`src/rtl/spi_slave_port_pkg.sv`:
```
// Shared definitions for the SPI responder port: default word width and FSM
// state encoding. The port runs SPI mode 0 only (CPOL=0, CPHA=0).
package spi_slave_port_pkg;

  // CPU-side word width
  localparam int unsigned W_CPU = 32;

  // Frame state: IDLE while deselected, ACTIVE while cs_n is low
  typedef enum logic {
    ST_IDLE   = 1'b0,
    ST_ACTIVE = 1'b1
  } spi_state_e;

endpackage

```
`src/rtl/spi_sync_edge.sv`:
```
// Multi-flop synchronizer for one asynchronous input, followed by an edge
// detector. rise_c/fall_c are one-clk pulses decoded from the synchronized
// level and the flop behind it.
//   clk, rst  : system clock, async active-low reset
//   din       : asynchronous input
//   rise_c    : synchronized 0->1 transition (combinational pulse)
//   fall_c    : synchronized 1->0 transition (combinational pulse)
module spi_sync_edge #(
  parameter int unsigned N_Sync = 2
) (
  input  logic clk,
  input  logic rst,
  input  logic din,
  output logic rise_c,
  output logic fall_c
);

  logic [N_Sync-1:0] sync_q, sync_d;
  logic              prev_q, prev_d;

  // Shift the raw input through the chain; prev lags the synchronized level
  always_comb begin
    sync_d = {sync_q[N_Sync-2:0], din};
    prev_d = sync_q[N_Sync-1];
  end

  always_ff @(posedge clk or negedge rst) begin
    if (!rst) begin
      sync_q <= '0;
      prev_q <= 1'b0;
    end else begin
      sync_q <= sync_d;
      prev_q <= prev_d;
    end
  end

  assign rise_c = sync_q[N_Sync-1] & ~prev_q;
  assign fall_c = ~sync_q[N_Sync-1] & prev_q;

endmodule

```
`src/rtl/spi_slave_port.sv`:
```
// SPI mode-0 responder. sclk, cs_n and mosi are oversampled in the clk domain
// (clk >= 8x sclk). Received words go out on rx_data/rx_valid/rx_ack; words to
// return come in through a one-entry buffer on tx_data/tx_valid/tx_ready.
//   clk, rst           : system clock, async active-low reset
//   sclk, cs_n, mosi   : SPI bus from the master (asynchronous)
//   miso, miso_oe      : serial data to the master and its tristate enable
//   rx_data, rx_valid  : last complete received word and its valid flag
//   rx_ack             : consumer pops rx_data
//   tx_data, tx_valid  : next word to send
//   tx_ready           : transmit buffer empty
//   busy               : frame in progress
//   overrun, underrun  : one-cycle error pulses
module spi_slave_port
  import spi_slave_port_pkg::*;
#(
  parameter int unsigned W_Data  = W_CPU,
  parameter int unsigned W_Count = 6,
  parameter int unsigned N_Sync  = 2
) (
  input  logic              clk,
  input  logic              rst,
  input  logic              sclk,
  input  logic              cs_n,
  input  logic              mosi,
  output logic              miso,
  output logic              miso_oe,
  output logic [W_Data-1:0] rx_data,
  output logic              rx_valid,
  input  logic              rx_ack,
  input  logic [W_Data-1:0] tx_data,
  input  logic              tx_valid,
  output logic              tx_ready,
  output logic              busy,
  output logic              overrun,
  output logic              underrun
);

  logic sclk_rise_c, sclk_fall_c;
  logic cs_rise_c, cs_fall_c;

  spi_sync_edge #(.N_Sync(N_Sync)) u_sync_sclk (
    .clk    (clk),
    .rst    (rst),
    .din    (sclk),
    .rise_c (sclk_rise_c),
    .fall_c (sclk_fall_c)
  );

  spi_sync_edge #(.N_Sync(N_Sync)) u_sync_cs (
    .clk    (clk),
    .rst    (rst),
    .din    (cs_n),
    .rise_c (cs_rise_c),
    .fall_c (cs_fall_c)
  );

  // mosi needs only the level, delayed to line up with the sclk edge pulses
  logic [N_Sync-1:0] mosi_sync_q, mosi_sync_d;
  logic              mosi_s_c;

  always_comb mosi_sync_d = {mosi_sync_q[N_Sync-2:0], mosi};
  assign mosi_s_c = mosi_sync_q[N_Sync-1];

  spi_state_e        state_q, state_d;
  logic              busy_q, busy_d;
  logic              miso_q, miso_d;
  logic              miso_oe_q, miso_oe_d;
  logic [W_Data-1:0] rx_shift_q, rx_shift_d;
  logic [W_Data-1:0] rx_data_q, rx_data_d;
  logic              rx_valid_q, rx_valid_d;
  logic [W_Count-1:0] bit_cnt_q, bit_cnt_d;
  logic [W_Data-1:0] tx_shift_q, tx_shift_d;
  logic [W_Data-1:0] tx_buf_q, tx_buf_d;
  logic              tx_ready_q, tx_ready_d;
  logic              overrun_q, overrun_d;
  logic              underrun_q, underrun_d;
  logic              load_c;
  logic [W_Data-1:0] rx_word_c;

  // Next-state and datapath
  always_comb begin
    state_d    = state_q;
    busy_d     = busy_q;
    miso_d     = miso_q;
    miso_oe_d  = miso_oe_q;
    rx_shift_d = rx_shift_q;
    rx_data_d  = rx_data_q;
    rx_valid_d = rx_valid_q;
    bit_cnt_d  = bit_cnt_q;
    tx_shift_d = tx_shift_q;
    tx_buf_d   = tx_buf_q;
    tx_ready_d = tx_ready_q;
    overrun_d  = 1'b0;
    underrun_d = 1'b0;
    load_c     = 1'b0;
    rx_word_c  = {rx_shift_q[W_Data-2:0], mosi_s_c};

    if (rx_ack) begin
      rx_valid_d = 1'b0;
    end

    case (state_q)
      ST_IDLE: begin
        miso_d    = 1'b0;
        miso_oe_d = 1'b0;
        busy_d    = 1'b0;
        if (cs_fall_c) begin
          state_d   = ST_ACTIVE;
          busy_d    = 1'b1;
          miso_oe_d = 1'b1;
          bit_cnt_d = '0;
          load_c    = 1'b1;
        end
      end
      ST_ACTIVE: begin
        // Deselect wins over a coincident sclk edge, so the trailing mode-0
        // fall that accompanies cs_n release is not taken as a word boundary.
        if (cs_rise_c) begin
          state_d   = ST_IDLE;
          busy_d    = 1'b0;
          miso_oe_d = 1'b0;
          miso_d    = 1'b0;
          bit_cnt_d = '0;
        end else if (sclk_rise_c) begin
          rx_shift_d = rx_word_c;
          if (bit_cnt_q == W_Count'(W_Data - 1)) begin
            rx_data_d  = rx_word_c;
            rx_valid_d = 1'b1;
            overrun_d  = rx_valid_q & ~rx_ack;
            bit_cnt_d  = '0;
          end else begin
            bit_cnt_d = bit_cnt_q + W_Count'(1);
          end
        end else if (sclk_fall_c) begin
          if (bit_cnt_q != '0) begin
            tx_shift_d = {tx_shift_q[W_Data-2:0], 1'b0};
            miso_d     = tx_shift_q[W_Data-2];
          end else begin
            load_c = 1'b1;
          end
        end
      end
      default: state_d = ST_IDLE;
    endcase

    // Word boundary: take the buffered word, or send zeros and flag it
    if (load_c) begin
      if (!tx_ready_q) begin
        tx_shift_d = tx_buf_q;
        tx_ready_d = 1'b1;
        miso_d     = tx_buf_q[W_Data-1];
      end else begin
        tx_shift_d = '0;
        underrun_d = 1'b1;
        miso_d     = 1'b0;
      end
    end

    // Buffer capture; only possible while empty, so never races the load
    if (tx_valid && tx_ready_q) begin
      tx_buf_d   = tx_data;
      tx_ready_d = 1'b0;
    end
  end

  always_ff @(posedge clk or negedge rst) begin
    if (!rst) begin
      mosi_sync_q <= '0;
      state_q     <= ST_IDLE;
      busy_q      <= 1'b0;
      miso_q      <= 1'b0;
      miso_oe_q   <= 1'b0;
      rx_shift_q  <= '0;
      rx_data_q   <= '0;
      rx_valid_q  <= 1'b0;
      bit_cnt_q   <= '0;
      tx_shift_q  <= '0;
      tx_buf_q    <= '0;
      tx_ready_q  <= 1'b1;
      overrun_q   <= 1'b0;
      underrun_q  <= 1'b0;
    end else begin
      mosi_sync_q <= mosi_sync_d;
      state_q     <= state_d;
      busy_q      <= busy_d;
      miso_q      <= miso_d;
      miso_oe_q   <= miso_oe_d;
      rx_shift_q  <= rx_shift_d;
      rx_data_q   <= rx_data_d;
      rx_valid_q  <= rx_valid_d;
      bit_cnt_q   <= bit_cnt_d;
      tx_shift_q  <= tx_shift_d;
      tx_buf_q    <= tx_buf_d;
      tx_ready_q  <= tx_ready_d;
      overrun_q   <= overrun_d;
      underrun_q  <= underrun_d;
    end
  end

  assign miso     = miso_q;
  assign miso_oe  = miso_oe_q;
  assign rx_data  = rx_data_q;
  assign rx_valid = rx_valid_q;
  assign tx_ready = tx_ready_q;
  assign busy     = busy_q;
  assign overrun  = overrun_q;
  assign underrun = underrun_q;

endmodule

```
`config.mk`:
```
export PLATFORM = sky130hd
export DESIGN_NAME = spi_slave_port
export DESIGN_NICKNAME = d
export VERILOG_FILES = /design/src/rtl/spi_slave_port_pkg.sv /design/src/rtl/spi_sync_edge.sv /design/src/rtl/spi_slave_port.sv
export SDC_FILE = /design/constraint.sdc
export NUM_CORES = 1
export LEC_CHECK = 0
export ABC_AREA = 1
export CAP_MARGIN = 10
export CORE_MARGIN = 2
export CORE_UTILIZATION = 60
export CTS_CLUSTER_DIAMETER = 50
export DETAILED_ROUTE_END_ITERATION = 6
export PLACE_DENSITY = 0.95
export SLEW_MARGIN = 10
export SYNTH_ARGS = -nofsm -noshare
export SYNTH_HDL_FRONTEND = slang
export SYNTH_SLANG_ARGS = --single-unit
```
`constraint.sdc`:
```
create_clock -name clk -period 2.6 [get_ports clk]
set_input_delay 0.26 -clock clk [delete_from_list [all_inputs] [get_ports clk]]
set_output_delay 0.26 -clock clk [all_outputs]
set_load 0.01 [all_outputs]
```
Word level (Yosys, flattened, before mapping)
Cells that the tools add are included.
{ "totals": {"reg_bits": 147, "inputBits": 39, "output_inout_bits": 39} }
{ "classes": {"n_addsub": 1, "n_eq_ne": 9, "muxes": 42, "bitwise": 12, "reduce_logical": 11} }
{ "op_table": {"columns": ["op", "count"], "rows": [
  ["two-way mux 31 bit", 7],
  ["two-way mux 1 bit", 26],
  ["two-way mux 6 bit", 4],
  ["one-hot mux 6 bit (2 select lines)", 1],
  ["!= test 4 x 3 -> 1 bit (second input constant)", 2],
  ["one-hot mux 1 bit (2 select lines)", 4],
  ["nonzero test 2 bit", 4],
  ["inverter 1 bit", 7],
  ["adder 6 x 1 -> 6 bit (second input constant)", 1],
  ["equality test 6 x 5 -> 1 bit (second input constant)", 1],
  ["AND reduction 3 bit", 2],
  ["nonzero test 6 bit", 1],
  ["AND 1 bit", 5],
  ["AND reduction 5 bit", 1],
  ["!= test 2 x 1 -> 1 bit (second input constant)", 2],
  ["!= test 2 bit (second input constant)", 2],
  ["!= test 4 x 2 -> 1 bit (second input constant)", 1],
  ["AND reduction 4 bit", 1],
  ["!= test 3 bit (second input constant)", 1],
  ["AND reduction 2 bit", 1],
  ["logical AND 1 bit", 1]
]} }

Depth between registers and ports, before layout
{ "depth": {"word_depth": 8, "depth_mapped": 11, "depth_no_buf": 10} }

Cells and area by module
Synthesis repeated with hierarchy kept, for this count alone.
{ "unflattened": {"cells_unflattened": 736, "hier_area_um2": 6327.3} }
{ "by_module_without_submodules": {"columns": ["mod", "n_inst", "cells_each", "area_each_um2"], "rows": [
  ["spi_slave_port", 1, 722, 6147.1],
  ["spi_sync_edge", 2, 7, 90.1]
]} }

Least setup slack after synthesis
OpenSTA, ideal clock, no wires.
{ "synth_timing": {"path_type": "reg-to-reg", "from": "register tx_ready_q, in the netlist tx_ready", "to": "register tx_buf_q[10]", "setup_ns": 0.066, "t_arrival_ns": 1.418, "required_ns": 2.534, "path_slack_ns": 1.117, "path_stages_with_launch": 8, "n_path_buf": 3, "synth_period_minus_slack_ns": 1.483, "path_cell_list": "dfstp_2 buf_2 nand2_1 inv_1 buf_2 buf_2 nand2_1 nand2_1"} }
{ "synth_between": {"elab_chain_cells": 1} }
{ "synth_rtl": {"columns": ["element", "line", "text"], "rows": [
  ["from (decl)", "spi_slave_port.sv:74", "logic tx_ready_q, tx_ready_d;"],
  ["from (signal assigned)", "spi_slave_port.sv:194", "tx_ready_q <= tx_ready_d;"],
  ["logical AND 1 bit", "spi_slave_port.sv:160", "if (tx_valid && tx_ready_q) begin"],
  ["to (signal assigned)", "spi_slave_port.sv:193", "tx_buf_q <= tx_buf_d;"],
  ["to (decl)", "spi_slave_port.sv:73", "logic [W_Data-1:0] tx_buf_q, tx_buf_d;"]
]} }
Every way passes these cells.
A chain may end at the register's enable or synchronous reset.

Worst setup path after layout
{ "layout_timing": {"from": "register bit_cnt_q[0]", "to": "register tx_shift_q[13]"} }
{ "layout_between": {"elab_chain_cells": 8, "elab_cells_between_ends": 13, "cone_classes": "eq/ne (2); mux (6); reduce/logical (5)"} }
{ "layout_rtl": {"columns": ["element", "line", "text"], "rows": [
  ["from (decl)", "spi_slave_port.sv:71", "logic [W_Count-1:0] bit_cnt_q, bit_cnt_d;"],
  ["from (signal assigned)", "spi_slave_port.sv:191", "bit_cnt_q <= bit_cnt_d;"],
  ["nonzero test 6 bit *", "spi_slave_port.sv:135", "if (bit_cnt_q != '0) begin"],
  ["two-way mux 1 bit", "spi_slave_port.sv:135", null],
  ["two-way mux 1 bit", "spi_slave_port.sv:134", "end else if (sclk_fall_c) begin"],
  ["two-way mux 1 bit", "spi_slave_port.sv:124", "end else if (sclk_rise_c) begin"],
  ["two-way mux 1 bit", "spi_slave_port.sv:118", "if (cs_rise_c) begin"],
  ["one-hot mux 1 bit (2 select lines)", "spi_slave_port.sv:102", "case (state_q)"],
  ["!= test 2 x 1 -> 1 bit (no line) / nonzero test 2 bit (equally long branches)", null, null],
  ["AND reduction 5 bit (no line)", null, null],
  ["to (signal assigned)", "spi_slave_port.sv:192", "tx_shift_q <= tx_shift_d;"],
  ["to (decl)", "spi_slave_port.sv:72", "logic [W_Data-1:0] tx_shift_q, tx_shift_d;"]
]} }
Every way passes the cells marked *; elsewhere a longest branch is shown, timed or not.

==> impl_metrics.py <==
metrics = {
    "die": {
        "die_h_um": 107,
        "start_util_pct": 61.7,
        "num_io_pins": 78,
        "design.core.area_um2": 10300,
        "dieArea_um2": 11400,
        "rows": 37,
        "die_w_um": 107,
    },
    "routing": {
        "wl_per_cell_um": 15.9,
        "viasPerCell": 5.59,
        "wl_mm": 14.8,
        "via_count": 5193,
        "first_iter_violations": 521,
        "dr.pass1.iters": 7,
        "drc_errors": 3,
        "ant_nets": 0,
    },
    "clocking": {
        "cts_htree_levels": 4,
        "insertion_delay_ns": 0.54,
        "cts_sinks": 147,
        "cts_root_buf": "clkbuf_8",
        "path_clk_slew_ns": 0.06,
        "numCtsBuffers": 17,
        "cts_max_path_buffers": 2,
        "cts_tree": "yes",
    },
    "timing": {
        "post-route-period-util_pct": 89.6,
        "max-slew-margin-rel_pct": 35.6,
        "worst_slack_ns": 0.270,
        "clock_skew_ns": 0.0103,
        "finalSetupViolCount": 0,
        "tightest_slew_ns": 0.964,
        "finalHoldViolations": 0,
        "hold_slack_ns": 0.161,
        "fmaxAchievable_ghz": 0.429,
        "final-max-slew-violation-count": 0,
        "min_period_ns": 2.33,
        "setup_tns_ns": 0,
        "rsz0062_at_grt": "no",
    },
    "setup_path": {
        "reg2reg_to": "tx_shift_q[13]$_DFFE_PN0P_",
        "path_class": "register to register",
        "cp-start-kind": "register",
        "worst-r2r-cell-count": 9,
        "path_cells": "inv_1, ha_1, nand2_1, nor2_1, nand2_2, nand2_4, inv_2, nand3_1, nand2_1",
        "cp_common_cell": "nand2_1",
        "crit_path_max_fanout": 33,
        "crit_end": "tx_shift_q[13]$_DFFE_PN0P_",
        "end_kind": "register",
        "required_ns": 3.07,
        "crit_arrival_ns": 2.80,
        "cp-startpoint": "bit_cnt_q[0]$_DFFE_PN0P_",
        "crit_path_top_delay_cell": "inv_2",
        "worstReg2RegStart": "bit_cnt_q[0]$_DFFE_PN0P_",
        "slowest_delay_ns": 0.54,
        "r2r_setup_slack_ns": 0.27,
    },
    "synthesis": {
        "ys_types": 29,
        "syn_area_per_cell_um2": 8.88,
        "synthCells": 717,
        "synth-seq-cells": 147,
        "syn_nets": 758,
        "yosysWarnings": 0,
        "synth_top_area_share_pct": 57.4,
        "synthesis.area_um2": 6360,
        "ys_seq_area_share_pct": 57.8,
        "synth_area_leaders": "dfrtp_1, nand2_1, nand3_1",
        "synth_area_leader_cell": "dfrtp_1",
    },
    "status": {
        "violations": "design-rule violations",
        "status": "finished with violations",
    },
    "pwr": {
        "power_frac_clock_pct": 35.6,
        "switching_power_w": 0.00219,
        "power_frac_comb_pct": 21.0,
        "swShare_pct": 30.2,
        "ir_drop_uv": 685,
        "intPower_w": 0.00506,
        "pwr-share-seq_pct": 43.4,
        "leakage_nw": 3.71,
        "p_per_area_nw_per_um2": 938,
    },
    "final_layout": {
        "syn2layout_area_growth_pct": 21.5,
        "nFillCells": 628,
        "nNetsFinal": 821,
        "multi_input_area_um2": 2200,
        "drive_above_1_share_pct": 8.45,
        "antenna_cells": 0,
        "regArea_um2": 3680,
    },
    "global_routing": {
        "overflow": 0,
        "grt_max_degree": 75,
        "grt_use_total_pct": 27.9,
        "grt_pass1_vias": 5161,
        "grt_first_pass_wirelength_mm": 24.7,
        "antenna_found_initial": 0,
    },
    "placed_design": {
        "port_buffers": 77,
        "dp_slack_ns": 0.426,
        "hpwlAfterDp_mm": 8.13,
        "place.gp.congestion": 0.896,
    },
    "worst_hold_path": {
        "min_path_type": "primary input to register",
    },
    "run": {
        "maxCapViolations": 0,
    },
}
[state kept, by name, indices dropped and copies added (netlist names)]
signal and cells:
tx_shift_q 31, overrun 1, u_sync_sclk.sync_q 2, u_sync_cs.sync_q 2
rx_data 32, bit_cnt_q 6, u_sync_sclk.prev_q 1, miso_oe 1
state_q 1, tx_buf_q 32, miso 1, u_sync_cs.prev_q 1
tx_ready 1, mosi_sync_q 2, rx_valid 1, underrun 1
rx_shift_q 31
[cell usage in the layout, fill, tap and decap left out, types with 3 or more instances in the layout]
cell type / count
buf_4: 6
bufinv_16: 5
clkbuf_1: 6
clkbuf_16: 16
clkdlybuf4s50_1: 76
dfrtp_1: 146
inv_1: 52
inv_2: 5
nand2_1: 266
nand2_2: 3
nand3_1: 69
nand3b_1: 24
nor2_1: 17
o21ai_0: 27
o21ai_1: 36
o21ai_2: 14
[power by group through the flow]
stage,Combinational (W),Sequential (W),Clock (W)
floorplan,0.00111,0.00306,0
global placement,0.00135,0.00312,0
detailed placement,0.00143,0.00314,0
CTS,0.00151,0.00313,0.00259
global route,0.00173,0.00319,0.00269
finish,0.00152,0.00315,0.00258
[critical path, delay by kind of cell (launching register included)]
kind / cells / cell delay [ns]
simple gates: 6 / 1.00
fa+ha+maj: 1 / 0.24
buf+inv: 2 / 0.64
flops: 1 / 0.38
[cells by family (layout without fill, tap and decap cells)]
logic type	after synthesis	in the layout	synth area share, %
simple gates	388	388	26.8
flops	147	147	57.8
buf+inv	99	175	7.67
compound gates	80	80	7.19
fa+ha+maj	2	2	0.393
xor+xnor	1	1	0.138
[worst min-delay path by stage]
stage               from                               to  cells after the start
floorplan            rst         bit_cnt_q[0]$_DFFE_PN0P_                      0
detailed placement   rst        rx_shift_q[6]$_DFFE_PN0P_                      1
global route        sclk  u_sync_sclk.sync_q[0]$_DFF_PN0_                      1
CTS                 mosi         mosi_sync_q[0]$_DFF_PN0_                      1
global placement     rst        rx_shift_q[6]$_DFFE_PN0P_                      1
finish              mosi         mosi_sync_q[0]$_DFF_PN0_                      1
[cell type report]
type                    instances  share of cell area (%)
clock buffers                  23                    5.65
clock inverters                 9                    2.33
inverters                      58                    2.85
multi-input cells             471                    28.4
flip-flops and latches        147                    47.6
well taps                     136                    2.20
repair buffers                 85                    11.0
[stage by stage]
| step | utilization [%] | power [W] | instances | area [um2] |
|---|---|---|---|---|
| 2_1_floorplan | - | 0.00417 | 717 | 6360 |
| 3_3_place_gp | 68.8 | 0.00446 | 896 | 7100 |
| 3_5_place_dp | 68.8 | 0.00457 | 896 | 7100 |
| 4_1_cts | 74.9 | 0.00723 | 929 | 7730 |
| 5_1_grt | 74.9 | 0.00761 | 929 | 7730 |
| 6_report | 74.9 | 0.00725 | 929 | 7730 |
[cell usage after synthesis, drive strengths merged]
library cell / n
nand2: 271
dfrtp: 146
ha: 2
buf: 30
dfstp: 1
o22ai: 1
clkbuf: 11
nor2: 19
nor3: 1
nand3b: 24
xor2: 1
inv: 58
o21ai: 77
a21oi: 2
nand4: 1
nand3: 72
[routing by layer]
metal / share of wire [%] / up-vias / GRT usage, % / wire length [um]
li1: - / 2395 / - / -
met1: 39 / 2482 / 34.5 / 5800
met2: 51 / 266 / 46.4 / 7480
met3: 7.0 / 50 / 7.48 / 1030
met4: 3.1 / 0 / 12.0 / 462
met5: 0 / - / 0 / 0
[timing repair]
item / 4_1_cts / 5_1_grt
buffers inserted: 0 / 0
hold buffers: 1 / 0
resized for setup: 0 / 0
hold endpoints to repair: 72 / 0
Power figures use the tool's default switching activity.
